**config.mk**
```make
export PLATFORM = sky130hd
export DESIGN_NAME = exec_ctrl_flat
export DESIGN_NICKNAME = d
export VERILOG_FILES = /design/src/rtl/exec_ctrl_pkg.sv /design/src/rtl/exec_ctrl_if.sv /design/src/rtl/exec_regfile.sv /design/src/rtl/exec_ctrl.sv /design/src/flat_wrapper.sv
export SDC_FILE = /design/constraint.sdc
export NUM_CORES = 1
export LEC_CHECK = 0
export CAP_MARGIN = 10
export CORE_UTILIZATION = 40
export CTS_CLUSTER_DIAMETER = 50
export CTS_CLUSTER_SIZE = 40
export DETAILED_ROUTE_END_ITERATION = 6
export PLACE_DENSITY = 0.63
export SKIP_CTS_REPAIR_TIMING = 1
export SYNTH_ARGS = -nofsm -noshare
export SYNTH_HDL_FRONTEND = slang
export SYNTH_SLANG_ARGS = --single-unit
```
**constraint.sdc**
```tcl
create_clock -name clk -period 2.4 [get_ports clk]
set_input_delay 0.36 -clock clk [delete_from_list [all_inputs] [get_ports clk]]
set_output_delay 0.36 -clock clk [all_outputs]
set_load 0.01 [all_outputs]
```
**src/rtl/exec_ctrl_pkg.sv**
```systemverilog
// Shared constants for the exec_ctrl sequencer: ALU opcodes, EXT subops,
// instruction field positions and the controller state encoding.
package exec_ctrl_pkg;

  localparam int DATA_W = 8;
  localparam int INSN_W = 16;

  // ALU opcodes carried in the op field; EXT selects the non-ALU group.
  localparam logic [2:0] OP_ADD = 3'd0;
  localparam logic [2:0] OP_SUB = 3'd1;
  localparam logic [2:0] OP_AND = 3'd2;
  localparam logic [2:0] OP_OR  = 3'd3;
  localparam logic [2:0] OP_XOR = 3'd4;
  localparam logic [2:0] OP_NOT = 3'd5;
  localparam logic [2:0] OP_LD  = 3'd6;
  localparam logic [2:0] OP_EXT = 3'd7;

  // EXT subops; SUB_NOP doubles as SKZ when the zero flag is built in.
  localparam logic [1:0] SUB_ST   = 2'd0;
  localparam logic [1:0] SUB_CLC  = 2'd1;
  localparam logic [1:0] SUB_NOP  = 2'd2;
  localparam logic [1:0] SUB_HALT = 2'd3;

  // Instruction field bit positions.
  localparam int F_OP_HI  = 15;
  localparam int F_OP_LO  = 13;
  localparam int F_I      = 12;
  localparam int F_CE     = 11;
  localparam int F_SUB_HI = 12;
  localparam int F_SUB_LO = 11;
  localparam int F_IDX_LO = 8;
  localparam int F_IMM_HI = 7;
  localparam int F_IMM_LO = 0;

  typedef enum logic [1:0] {
    ST_FETCH  = 2'd0,
    ST_DECODE = 2'd1,
    ST_EXEC   = 2'd2,
    ST_HALT   = 2'd3
  } state_t;

  // Only the arithmetic ops consume and produce carry.
  function automatic logic op_uses_carry(input logic [2:0] op);
    return (op == OP_ADD) || (op == OP_SUB);
  endfunction

endpackage

```
**src/rtl/exec_ctrl_if.sv**
```systemverilog
// Bus bundle between exec_ctrl and its environment: instruction fetch
// handshake plus the registered operand/result path to the ALU.
interface exec_ctrl_if
  import exec_ctrl_pkg::*;
#(
  parameter int PC_W = 8
);
  logic [PC_W-1:0]   imem_addr;
  logic              imem_req;
  logic              imem_ack;
  logic [INSN_W-1:0] imem_data;
  logic [2:0]        alu_code;
  logic [DATA_W-1:0] alu_a;
  logic [DATA_W-1:0] alu_r;
  logic              alu_ci;
  logic              alu_co;
  logic [DATA_W-1:0] alu_out;

  // Controller side.
  modport master (
    output imem_addr, imem_req, alu_code, alu_a, alu_r, alu_ci,
    input  imem_ack, imem_data, alu_co, alu_out
  );

  // Memory / ALU side.
  modport slave (
    input  imem_addr, imem_req, alu_code, alu_a, alu_r, alu_ci,
    output imem_ack, imem_data, alu_co, alu_out
  );
endinterface

```
**src/rtl/exec_regfile.sv**
```systemverilog
// Small register file: NREG x 8, one combinational read port, one
// synchronous write port, all entries cleared by synchronous reset.
module exec_regfile
  import exec_ctrl_pkg::*;
#(
  parameter  int NREG  = 8,
  localparam int IDX_W = $clog2(NREG)
) (
  input  logic              clk,
  input  logic              rst,
  input  logic              we,
  input  logic [IDX_W-1:0]  waddr,
  input  logic [DATA_W-1:0] wdata,
  input  logic [IDX_W-1:0]  raddr,
  output logic [DATA_W-1:0] rdata
);

  logic [DATA_W-1:0] r_mem [NREG];
  logic [NREG-1:0]   w_we_vec;

  // One-hot write enable per entry.
  for (genvar gi = 0; gi < NREG; gi++) begin : g_we
    assign w_we_vec[gi] = we && (waddr == IDX_W'(gi));
  end

  // Entry storage: clear on reset, otherwise take the write data when selected.
  always_ff @(posedge clk) begin
    for (int i = 0; i < NREG; i++) begin
      if (rst) begin
        r_mem[i] <= '0;
      end else if (w_we_vec[i]) begin
        r_mem[i] <= wdata;
      end
    end
  end

  assign rdata = r_mem[raddr];

endmodule

```
**src/rtl/exec_ctrl.sv**
```systemverilog
// exec_ctrl: fetch/decode/execute sequencer that feeds a combinational ALU
// and writes its result back into the accumulator and carry flag.
// Optional build macro ZERO_FLAG_EN adds a zero flag output and turns the
// EXT NOP subop into SKZ (skip next instruction when zero is set).
module exec_ctrl
  import exec_ctrl_pkg::*;
#(
  parameter int PC_W = 8,
  parameter int NREG = 8
) (
  input  logic              clk,
  input  logic              rst,
  exec_ctrl_if.master       bus,
  output logic [DATA_W-1:0] acc,
  output logic              carry,
  output logic [PC_W-1:0]   pc,
`ifdef ZERO_FLAG_EN
  output logic              zero,
`endif
  output logic              halted
);

  localparam int IDX_W = $clog2(NREG);

  state_t            r_state;
  state_t            w_state_next;
  logic [INSN_W-1:0] r_ir;
  logic [PC_W-1:0]   r_pc;
  logic [DATA_W-1:0] r_acc;
  logic              r_carry;
  logic              r_req;
  logic [2:0]        r_alu_code;
  logic [DATA_W-1:0] r_alu_a;
  logic [DATA_W-1:0] r_alu_r;
  logic              r_alu_ci;
`ifdef ZERO_FLAG_EN
  logic              r_zero;
`endif

  logic [2:0]        w_op;
  logic [1:0]        w_sub;
  logic              w_use_imm;
  logic              w_carry_en;
  logic [IDX_W-1:0]  w_idx;
  logic [DATA_W-1:0] w_imm;
  logic              w_is_ext;
  logic              w_is_halt;
  logic              w_fetch_fire;
  logic              w_rf_we;
  logic [DATA_W-1:0] w_rf_rdata;

  // Instruction field decode from the held instruction register.
  assign w_op       = r_ir[F_OP_HI:F_OP_LO];
  assign w_sub      = r_ir[F_SUB_HI:F_SUB_LO];
  assign w_use_imm  = r_ir[F_I];
  assign w_carry_en = r_ir[F_CE];
  assign w_idx      = r_ir[F_IDX_LO +: IDX_W];
  assign w_imm      = r_ir[F_IMM_HI:F_IMM_LO];
  assign w_is_ext   = (w_op == OP_EXT);
  assign w_is_halt  = w_is_ext && (w_sub == SUB_HALT);

  // A fetch completes only when our own request is up; acks otherwise ignored.
  assign w_fetch_fire = (r_state == ST_FETCH) && r_req && bus.imem_ack;

  // ST commits in EXEC so the following DECODE already reads the new value.
  assign w_rf_we = (r_state == ST_EXEC) && w_is_ext && (w_sub == SUB_ST);

  exec_regfile #(
    .NREG (NREG)
  ) u_regfile (
    .clk   (clk),
    .rst   (rst),
    .we    (w_rf_we),
    .waddr (w_idx),
    .wdata (r_acc),
    .raddr (w_idx),
    .rdata (w_rf_rdata)
  );

  // State register.
  always_ff @(posedge clk) begin
    if (rst) begin
      r_state <= ST_FETCH;
    end else begin
      r_state <= w_state_next;
    end
  end

  // Next-state logic: FETCH waits for ack, HALT is terminal until reset.
  always_comb begin
    w_state_next = r_state;
    case (r_state)
      ST_FETCH:  if (w_fetch_fire) w_state_next = ST_DECODE;
      ST_DECODE: w_state_next = ST_EXEC;
      ST_EXEC:   w_state_next = w_is_halt ? ST_HALT : ST_FETCH;
      ST_HALT:   w_state_next = ST_HALT;
      default:   w_state_next = ST_FETCH;
    endcase
  end

  // Datapath: fetch capture, operand staging for the ALU, and write-back.
  always_ff @(posedge clk) begin
    if (rst) begin
      r_ir       <= '0;
      r_pc       <= '0;
      r_acc      <= '0;
      r_carry    <= 1'b0;
      r_req      <= 1'b0;
      r_alu_code <= '0;
      r_alu_a    <= '0;
      r_alu_r    <= '0;
      r_alu_ci   <= 1'b0;
`ifdef ZERO_FLAG_EN
      r_zero     <= 1'b0;
`endif
    end else begin
      case (r_state)
        ST_FETCH: begin
          if (w_fetch_fire) begin
            r_ir  <= bus.imem_data;
            r_pc  <= r_pc + PC_W'(1);
            r_req <= 1'b0;
          end else begin
            // First FETCH cycle after reset raises the request here.
            r_req <= 1'b1;
          end
        end
        ST_DECODE: begin
          r_alu_code <= w_op;
          r_alu_a    <= r_acc;
          r_alu_r    <= w_use_imm ? w_imm : w_rf_rdata;
          r_alu_ci   <= w_carry_en && r_carry && op_uses_carry(w_op);
        end
        ST_EXEC: begin
          if (!w_is_ext) begin
            r_acc <= bus.alu_out;
            if (op_uses_carry(w_op)) begin
              r_carry <= bus.alu_co;
            end
`ifdef ZERO_FLAG_EN
            r_zero <= (bus.alu_out == '0);
`endif
          end else begin
            case (w_sub)
              SUB_CLC: r_carry <= 1'b0;
`ifdef ZERO_FLAG_EN
              SUB_NOP: if (r_zero) r_pc <= r_pc + PC_W'(1);
`endif
              default: ;
            endcase
          end
          // Request the next instruction straight away unless halting.
          r_req <= !w_is_halt;
        end
        default: r_req <= 1'b0;
      endcase
    end
  end

  assign bus.imem_addr = r_pc;
  assign bus.imem_req  = r_req;
  assign bus.alu_code  = r_alu_code;
  assign bus.alu_a     = r_alu_a;
  assign bus.alu_r     = r_alu_r;
  assign bus.alu_ci    = r_alu_ci;

  assign acc    = r_acc;
  assign carry  = r_carry;
  assign pc     = r_pc;
  assign halted = (r_state == ST_HALT);
`ifdef ZERO_FLAG_EN
  assign zero   = r_zero;
`endif

endmodule

```
**src/flat_wrapper.sv**
```systemverilog
// flat-port wrapper written by rule: the top's interface ports become plain ports
module exec_ctrl_flat import exec_ctrl_pkg::*;
#(
  parameter int PC_W = 8,
  parameter int NREG = 8
)
  (clk, rst, acc, carry, pc, halted, bus_imem_addr, bus_imem_req, bus_alu_code, bus_alu_a, bus_alu_r, bus_alu_ci, bus_imem_ack, bus_imem_data, bus_alu_co, bus_alu_out);
  exec_ctrl_if #(.PC_W(PC_W)) bus_i ();
  input  logic clk;
  input  logic rst;
  output logic [DATA_W-1:0] acc;
  output logic carry;
  output logic [PC_W-1:0] pc;
  output logic halted;
  output wire logic [$bits(bus_i.imem_addr)-1:0] bus_imem_addr;
  output wire logic [$bits(bus_i.imem_req)-1:0] bus_imem_req;
  output wire logic [$bits(bus_i.alu_code)-1:0] bus_alu_code;
  output wire logic [$bits(bus_i.alu_a)-1:0] bus_alu_a;
  output wire logic [$bits(bus_i.alu_r)-1:0] bus_alu_r;
  output wire logic [$bits(bus_i.alu_ci)-1:0] bus_alu_ci;
  input wire logic [$bits(bus_i.imem_ack)-1:0] bus_imem_ack;
  input wire logic [$bits(bus_i.imem_data)-1:0] bus_imem_data;
  input wire logic [$bits(bus_i.alu_co)-1:0] bus_alu_co;
  input wire logic [$bits(bus_i.alu_out)-1:0] bus_alu_out;
  assign bus_imem_addr = bus_i.imem_addr;
  assign bus_imem_req = bus_i.imem_req;
  assign bus_alu_code = bus_i.alu_code;
  assign bus_alu_a = bus_i.alu_a;
  assign bus_alu_r = bus_i.alu_r;
  assign bus_alu_ci = bus_i.alu_ci;
  assign bus_i.imem_ack = bus_imem_ack;
  assign bus_i.imem_data = bus_imem_data;
  assign bus_i.alu_co = bus_alu_co;
  assign bus_i.alu_out = bus_alu_out;
  exec_ctrl #(.PC_W(PC_W), .NREG(NREG)) u_core (.clk(clk), .rst(rst), .bus(bus_i), .acc(acc), .carry(carry), .pc(pc), .halted(halted));
endmodule
```
==> metrics.yaml, run 1 <==
intPower_w: 0.00410
areaGrowthSynthToFinish_pct: 30.3
wl_per_cell_um: 15.5
required_ps: 2040
p_leak_nw: 2.32
syn_area_um2: 5120
synth_ff_type: "edfxtp_1"
slew_violations: 0
min_period_ps: 1980
ys_top_cells_by_area: "edfxtp_1 (38%), dfxtp_1 (23%), mux2i_1 (7.8%), nor2_1 (7.0%), nand2_1 (6.1%)"
rows: 40
port-buffer-count: 74
cts_root_buffer: "clkbuf_16"
fmax_ghz: 0.505
switchingPower_w: 0.00104
dr.pass1.iters: 5
drc: 0
synth_area_leader_cell: "edfxtp_1"
max_slew_margin_pct: 59.9
power.density_nw_per_um2: 769
clk_latency_ps: 400
fin_setup_tns_ps: 0
synth_cell_type_count: 39
antenna_found_initial: 0
clockPowerShare_pct: 49.5
core_um2: 12300
synthCells: 503
synth.net_count: 532
dieHeight_um: 115
rsz0062_at_grt: "false"
grtUsageMet1_pct: 22.8
worst_pin_slew_ps: 599
synth.top_cell.area_share_pct: 37.5
grt_usage_pct: 19.0
antenna_cells: 0
critical_path.max_fanout: 9
grt_pass1_vias: 3737
die_area_um2: 13300
grt_max_degree: 33
ys_warn_count: 0
die_w_um: 115
nets: 610
ys_ff_latch: 123
hp-class: "input pin to register"
fillers: 1064
ctsLongestPathBuffers: 2
power_frac_seq_pct: 44.9
dpl-instance-area_um2: 6060
async_flop_share_pct: 0
comb_power_share_pct: 5.6
cts_htree_levels: 4
dp_hpwl_um: 8280
setup_viol: 0
gr-total-overflow: 0
design_area_um2: 6680
peakVddDrop_mv: 0.399
drtIter0Drc: 144
cts.sinks: 123
status: "completed"
swShare_pct: 20.2
end_kind: "output pin"
drive_above_1_share_pct: 9.60
hold_violations: 0
vias_per_cell: 5.00
gr-usage-met3_pct: 4.11
postRouteAntennaNets: 0
finalWeightedCongestion: 0.818
use_met2_pct: 31.9
grt_first_pass_wirelength_um: 18700
critPathKind: "register to output pin"
wirelength_um: 11800
maxCapViolCount: 0
tritoncts: "built"
cp.arrival_ps: 1620
ios: 75
start_util_pct: 41.8
seq_area_frac_synth_pct: 60.5
cts_buffers: 17
synth.avg_cell_area_um2: 10.2
grt.busiest_layer: "met2"
finClkSkew_ps: 8.50
clk_pin_slew_worst_paths_ps: 50
fin_crit_sh_pct: 82.5
start_kind: "register"
synth_edf_count: 64
vias: 3807
critical path: stages (launching register included):
cell and delay [ps]:
dfxtp_1 500, and2_1 180, clkdlybuf4s50_1 540
final cells by class:
type	count	area [um2]	area share, %
flip-flops and latches	123	3100	46.5
well taps	168	210	3.15
repair buffers	93	891	13.3
clock buffers	29	604	9.05
multi-input cells	343	1840	27.6
inverters	3	11.3	0.169
clock inverters	3	15.0	0.225
logic make-up (layout without fill, tap and decap cells):
| kind of cell | count (synthesis) | count (layout) | share of synthesized area, % |
|---|---|---|---|
| AND/OR/NAND/NOR | 219 | 219 | 18.5 |
| flip-flops | 123 | 123 | 60.5 |
| AO/OA/AOI/OAI | 76 | 76 | 7.96 |
| multiplexers | 40 | 40 | 7.81 |
| buffers and inverters | 37 | 128 | 3.78 |
| XOR/XNOR | 7 | 7 | 1.20 |
| adder cells (fa/ha/maj) | 1 | 1 | 0.244 |
cells in the mapped netlist, drive strengths merged (2+ instances only):
master	n
nand3b	3
dfxtp	59
nand2	84
xor2	6
nor2	95
o31ai	4
nor3	12
o21ai	28
clkbuf	13
o22ai	8
buf	21
mux2i	40
nand3	7
and3	2
edfxtp	64
inv	3
a21oi	33
nand4	3
and2	2
nand2b	6
routing by layer:
layer  wire (um)  share of wire (%)
met1        5130                 43
met2        5890                 50
met3         561                4.8
met4         216                1.8
met5           0                  0
per-stage QoR:
| step | instances | total power [W] | util (%) | hold slack, ps | worst slack [ps] |
|---|---|---|---|---|---|
| detailed placement | 730 | 0.00264 | 49.4 | 446 | 465 |
| finish | 762 | 0.00514 | 54.5 | 315 | 419 |
| CTS | 762 | 0.00517 | 54.5 | 300 | 401 |
| floorplan | 503 | 0.00250 | - | 433 | 244 |
| global route | 762 | 0.00530 | 54.5 | 338 | 245 |
| global placement | 730 | 0.00263 | 49.4 | 443 | 498 |
cells in the final DEF, fill, tap and decap left out, types with 2 or more instances in the layout:
| master | netlist | final |
|---|---|---|
| clkbuf_1 | 13 | 2 |
| o21ai_0 | 26 | 26 |
| nand2_1 | 83 | 83 |
| dfxtp_1 | 59 | 59 |
| nand4_1 | 3 | 3 |
| and3_1 | 2 | 2 |
| clkdlybuf4s50_1 | 0 | 73 |
| o21ai_1 | 2 | 2 |
| edfxtp_1 | 64 | 64 |
| nor3_1 | 11 | 11 |
| nand3_1 | 6 | 6 |
| clkinv_2 | 0 | 3 |
| and2_1 | 2 | 2 |
| clkbuf_16 | 0 | 20 |
| buf_4 | 10 | 18 |
| clkbuf_8 | 0 | 7 |
| xor2_1 | 6 | 6 |
| mux2i_1 | 40 | 40 |
| a21oi_1 | 33 | 33 |
| nand2b_1 | 6 | 6 |
| o31ai_1 | 4 | 4 |
| nor2_1 | 95 | 95 |
| o22ai_1 | 8 | 8 |
| inv_1 | 3 | 3 |
power groups by stage:
stage | registers [W] | logic, W | clock network, W
2_1_floorplan | 0.00234 | 0.000160 | 0
3_3_place_gp | 0.00235 | 0.000286 | 0
3_5_place_dp | 0.00235 | 0.000290 | 0
4_1_cts | 0.00231 | 0.000292 | 0.00257
5_1_grt | 0.00231 | 0.000313 | 0.00267
6_report | 0.00231 | 0.000289 | 0.00254
registers in the layout, indices dropped and copies added (netlist names), 2 cells and up, named ones only:
signal	cells
u_core.u_regfile.r_mem	64
u_core.r_ir	16
u_core.acc	8
u_core.bus.alu_a	8
u_core.bus.alu_r	8
u_core.bus.imem_addr	8
u_core.bus.alu_code	3
u_core.r_state	2
path summary, 6_finish.rpt:
kind / from / to / slack (ps) / cells past startpoint
setup / recovery: u_core.r_state[0]$_SDFFE_PP0P_ / halted / 420 / 2
hold / removal: rst / u_core.r_ir[12]$_SDFFE_PP0N_ / 310 / 2
setup reg to reg: u_core.r_state[1]$_SDFFE_PP0P_ / u_core.u_regfile.r_mem[4][1]$_SDFFCE_PN0P_ / 490 / 5
hold reg to reg: u_core.r_ir[1]$_SDFFE_PP0N_ / u_core.r_ir[1]$_SDFFE_PP0N_ / 450 / 2
Power figures use the tool's default switching activity.
==> inputs of run 2 (changes only) <==
Settings changed: PLACE_DENSITY 0.63 to 0.65.
Clock period 2.4 ns to 1.73 ns, I/O delays scaled along.
==> run 2 against run 1 <==
Largest cell class unchanged; die area is the same; critical endpoint is now u_core.u_regfile.r_mem[4][4]$_SDFFCE_PN0P_; via count grew 4.3%; core utilization grew 2.2 points.
==> metrics.yaml, run 2 (synthesized netlist as in run 1, its figures left out) <==
start_util_pct: 41.8
nets: 632
worst_pin_slew_ps: 531
mostFrequentLayoutCell: "nor2_1"
die_w_um: 115
grtUsageMet1_pct: 26.1
rr_startpoint: "u_core.r_ir[13]$_SDFFE_PP0N_"
ios: 75
ctsLongestPathBuffers: 2
hold_slack_ps: 292
vias: 3970
fillers: 1030
finalPower_w: 0.00708
power.density_nw_per_um2: 1020
tritoncts: "built"
p_leak_nw: 2.50
peakVddDrop_mv: 0.645
largest_reg_flops: 64
min_period_ps: 1710
cts_buffers: 17
seq_area_um2: 3110
cts.sinks: 123
cp.arrival_ps: 1830
drc: 0
die_area_um2: 13300
status: "completed"
slew_violations: 0
setup_viol: 0
use_met2_pct: 34.3
fin_setup_tns_ps: 0
rows: 40
multi_input_area_um2: 1930
grt_pass1_vias: 4009
cts_root_buffer: "clkbuf_16"
rsz0062_at_grt: "true"
drive_above_1_share_pct: 15.4
gr-usage-met3_pct: 5.96
maxCapViolCount: 0
required_ps: 1850
grt_first_pass_wirelength_um: 20600
critical_path.max_fanout: 8
wirelength_um: 12800
top_register: "u_core.u_regfile.r_mem"
areaGrowthSynthToFinish_pct: 35.6
cp_cell_sequence: "nand3_2 > nor3_4 > buf_4 > nand3b_4 > o31ai_4 > buf_12"
core_um2: 12300
grt_max_degree: 38
grt_usage_pct: 21.0
wl_per_cell_um: 16.4
finalWeightedCongestion: 0.822
hp-class: "input pin to register"
crit_start: "u_core.r_ir[13]$_SDFFE_PP0N_"
fmax_ghz: 0.586
finClkSkew_ps: 7.61
path_delay_family: "simple AND/OR/NAND/NOR gates"
dp_hpwl_um: 8730
hold_violations: 0
max_slew_margin_pct: 64.4
end_kind: "register"
dr.pass1.iters: 5
vias_per_cell: 5.07
grt.busiest_layer: "met2"
antenna_cells: 0
drtIter0Drc: 284
cp_slowest_stage_delay_ps: 340
min_from: "rst"
cp_slowest_cell: "dfxtp_1"
critPathKind: "register to register"
mostFrequentLayoutCells: "nor2_1 (95), nand2_1 (83), clkdlybuf4s50_1 (72), edfxtp_1 (64), dfxtp_1 (50)"
largest_registers: "u_core.u_regfile.r_mem: 64 flops, u_core.r_ir: 16 flops"
start_kind: "register"
gr-total-overflow: 0
clk_pin_slew_worst_paths_ps: 60
dieHeight_um: 115
cp_num_buf_inv: 2
cts_htree_levels: 4
port-buffer-count: 74
fin_crit_sh_pct: 98.7
postRouteAntennaNets: 0
antenna_found_initial: 0
clk_latency_ps: 410
[run 2: final timing paths]
| path | slack [ps] | end | cells past startpoint |
|---|---|---|---|
| setup / recovery | 20 | u_core.u_regfile.r_mem[4][4]$_SDFFCE_PN0P_ | 6 |
| hold / removal | 290 | u_core.r_ir[2]$_SDFFE_PP0N_ | 3 |
| setup reg to reg | 20 | u_core.u_regfile.r_mem[4][4]$_SDFFCE_PN0P_ | 6 |
| hold reg to reg | 450 | u_core.r_ir[3]$_SDFFE_PP0N_ | 2 |
[run 2: power breakdown]
group | internal (W) | leakage (nW) | switching [W]
logic | 0.000224 | 1.07 | 0.000253
clock network | 0.00220 | 0.285 | 0.00121
registers | 0.00315 | 1.14 | 0.0000441
[run 2: metal layers]
| metal | up-vias | wire (um) |
|---|---|---|
| li1 | 1930 | - |
| met1 | 1871 | 5540 |
| met2 | 146 | 6060 |
| met3 | 23 | 870 |
| met4 | 0 | 344 |
| met5 | - | 0 |
[run 2: final cells by class]
type	instances	area share, %
Clock buffer	25	7.43
Clock inverter	6	0.846
Inverter	3	0.162
Multi-Input combinational cell	343	27.8
Sequential cell	123	44.8
Tap cell	168	3.02
Timing Repair Buffer	115	15.9
[run 2: stage by stage]
step / utilization, % / cell area (um2) / worst slack (ps) / std cells
floorplan: - / 5210 / -100 / 503
global placement: 51.7 / 6340 / 68.0 / 752
detailed placement: 51.7 / 6340 / 17.3 / 752
CTS: 56.4 / 6920 / -141 / 783
global route: 56.7 / 6950 / -18.9 / 783
finish: 56.7 / 6950 / 23.1 / 783
[run 2: worst reg2reg max path: stages (launching register included)]
cell and delay, ps:
dfxtp_1 340, nand3_2 110, nor3_4 290, buf_4 180, nand3b_4 100, o31ai_4 230, buf_12 170
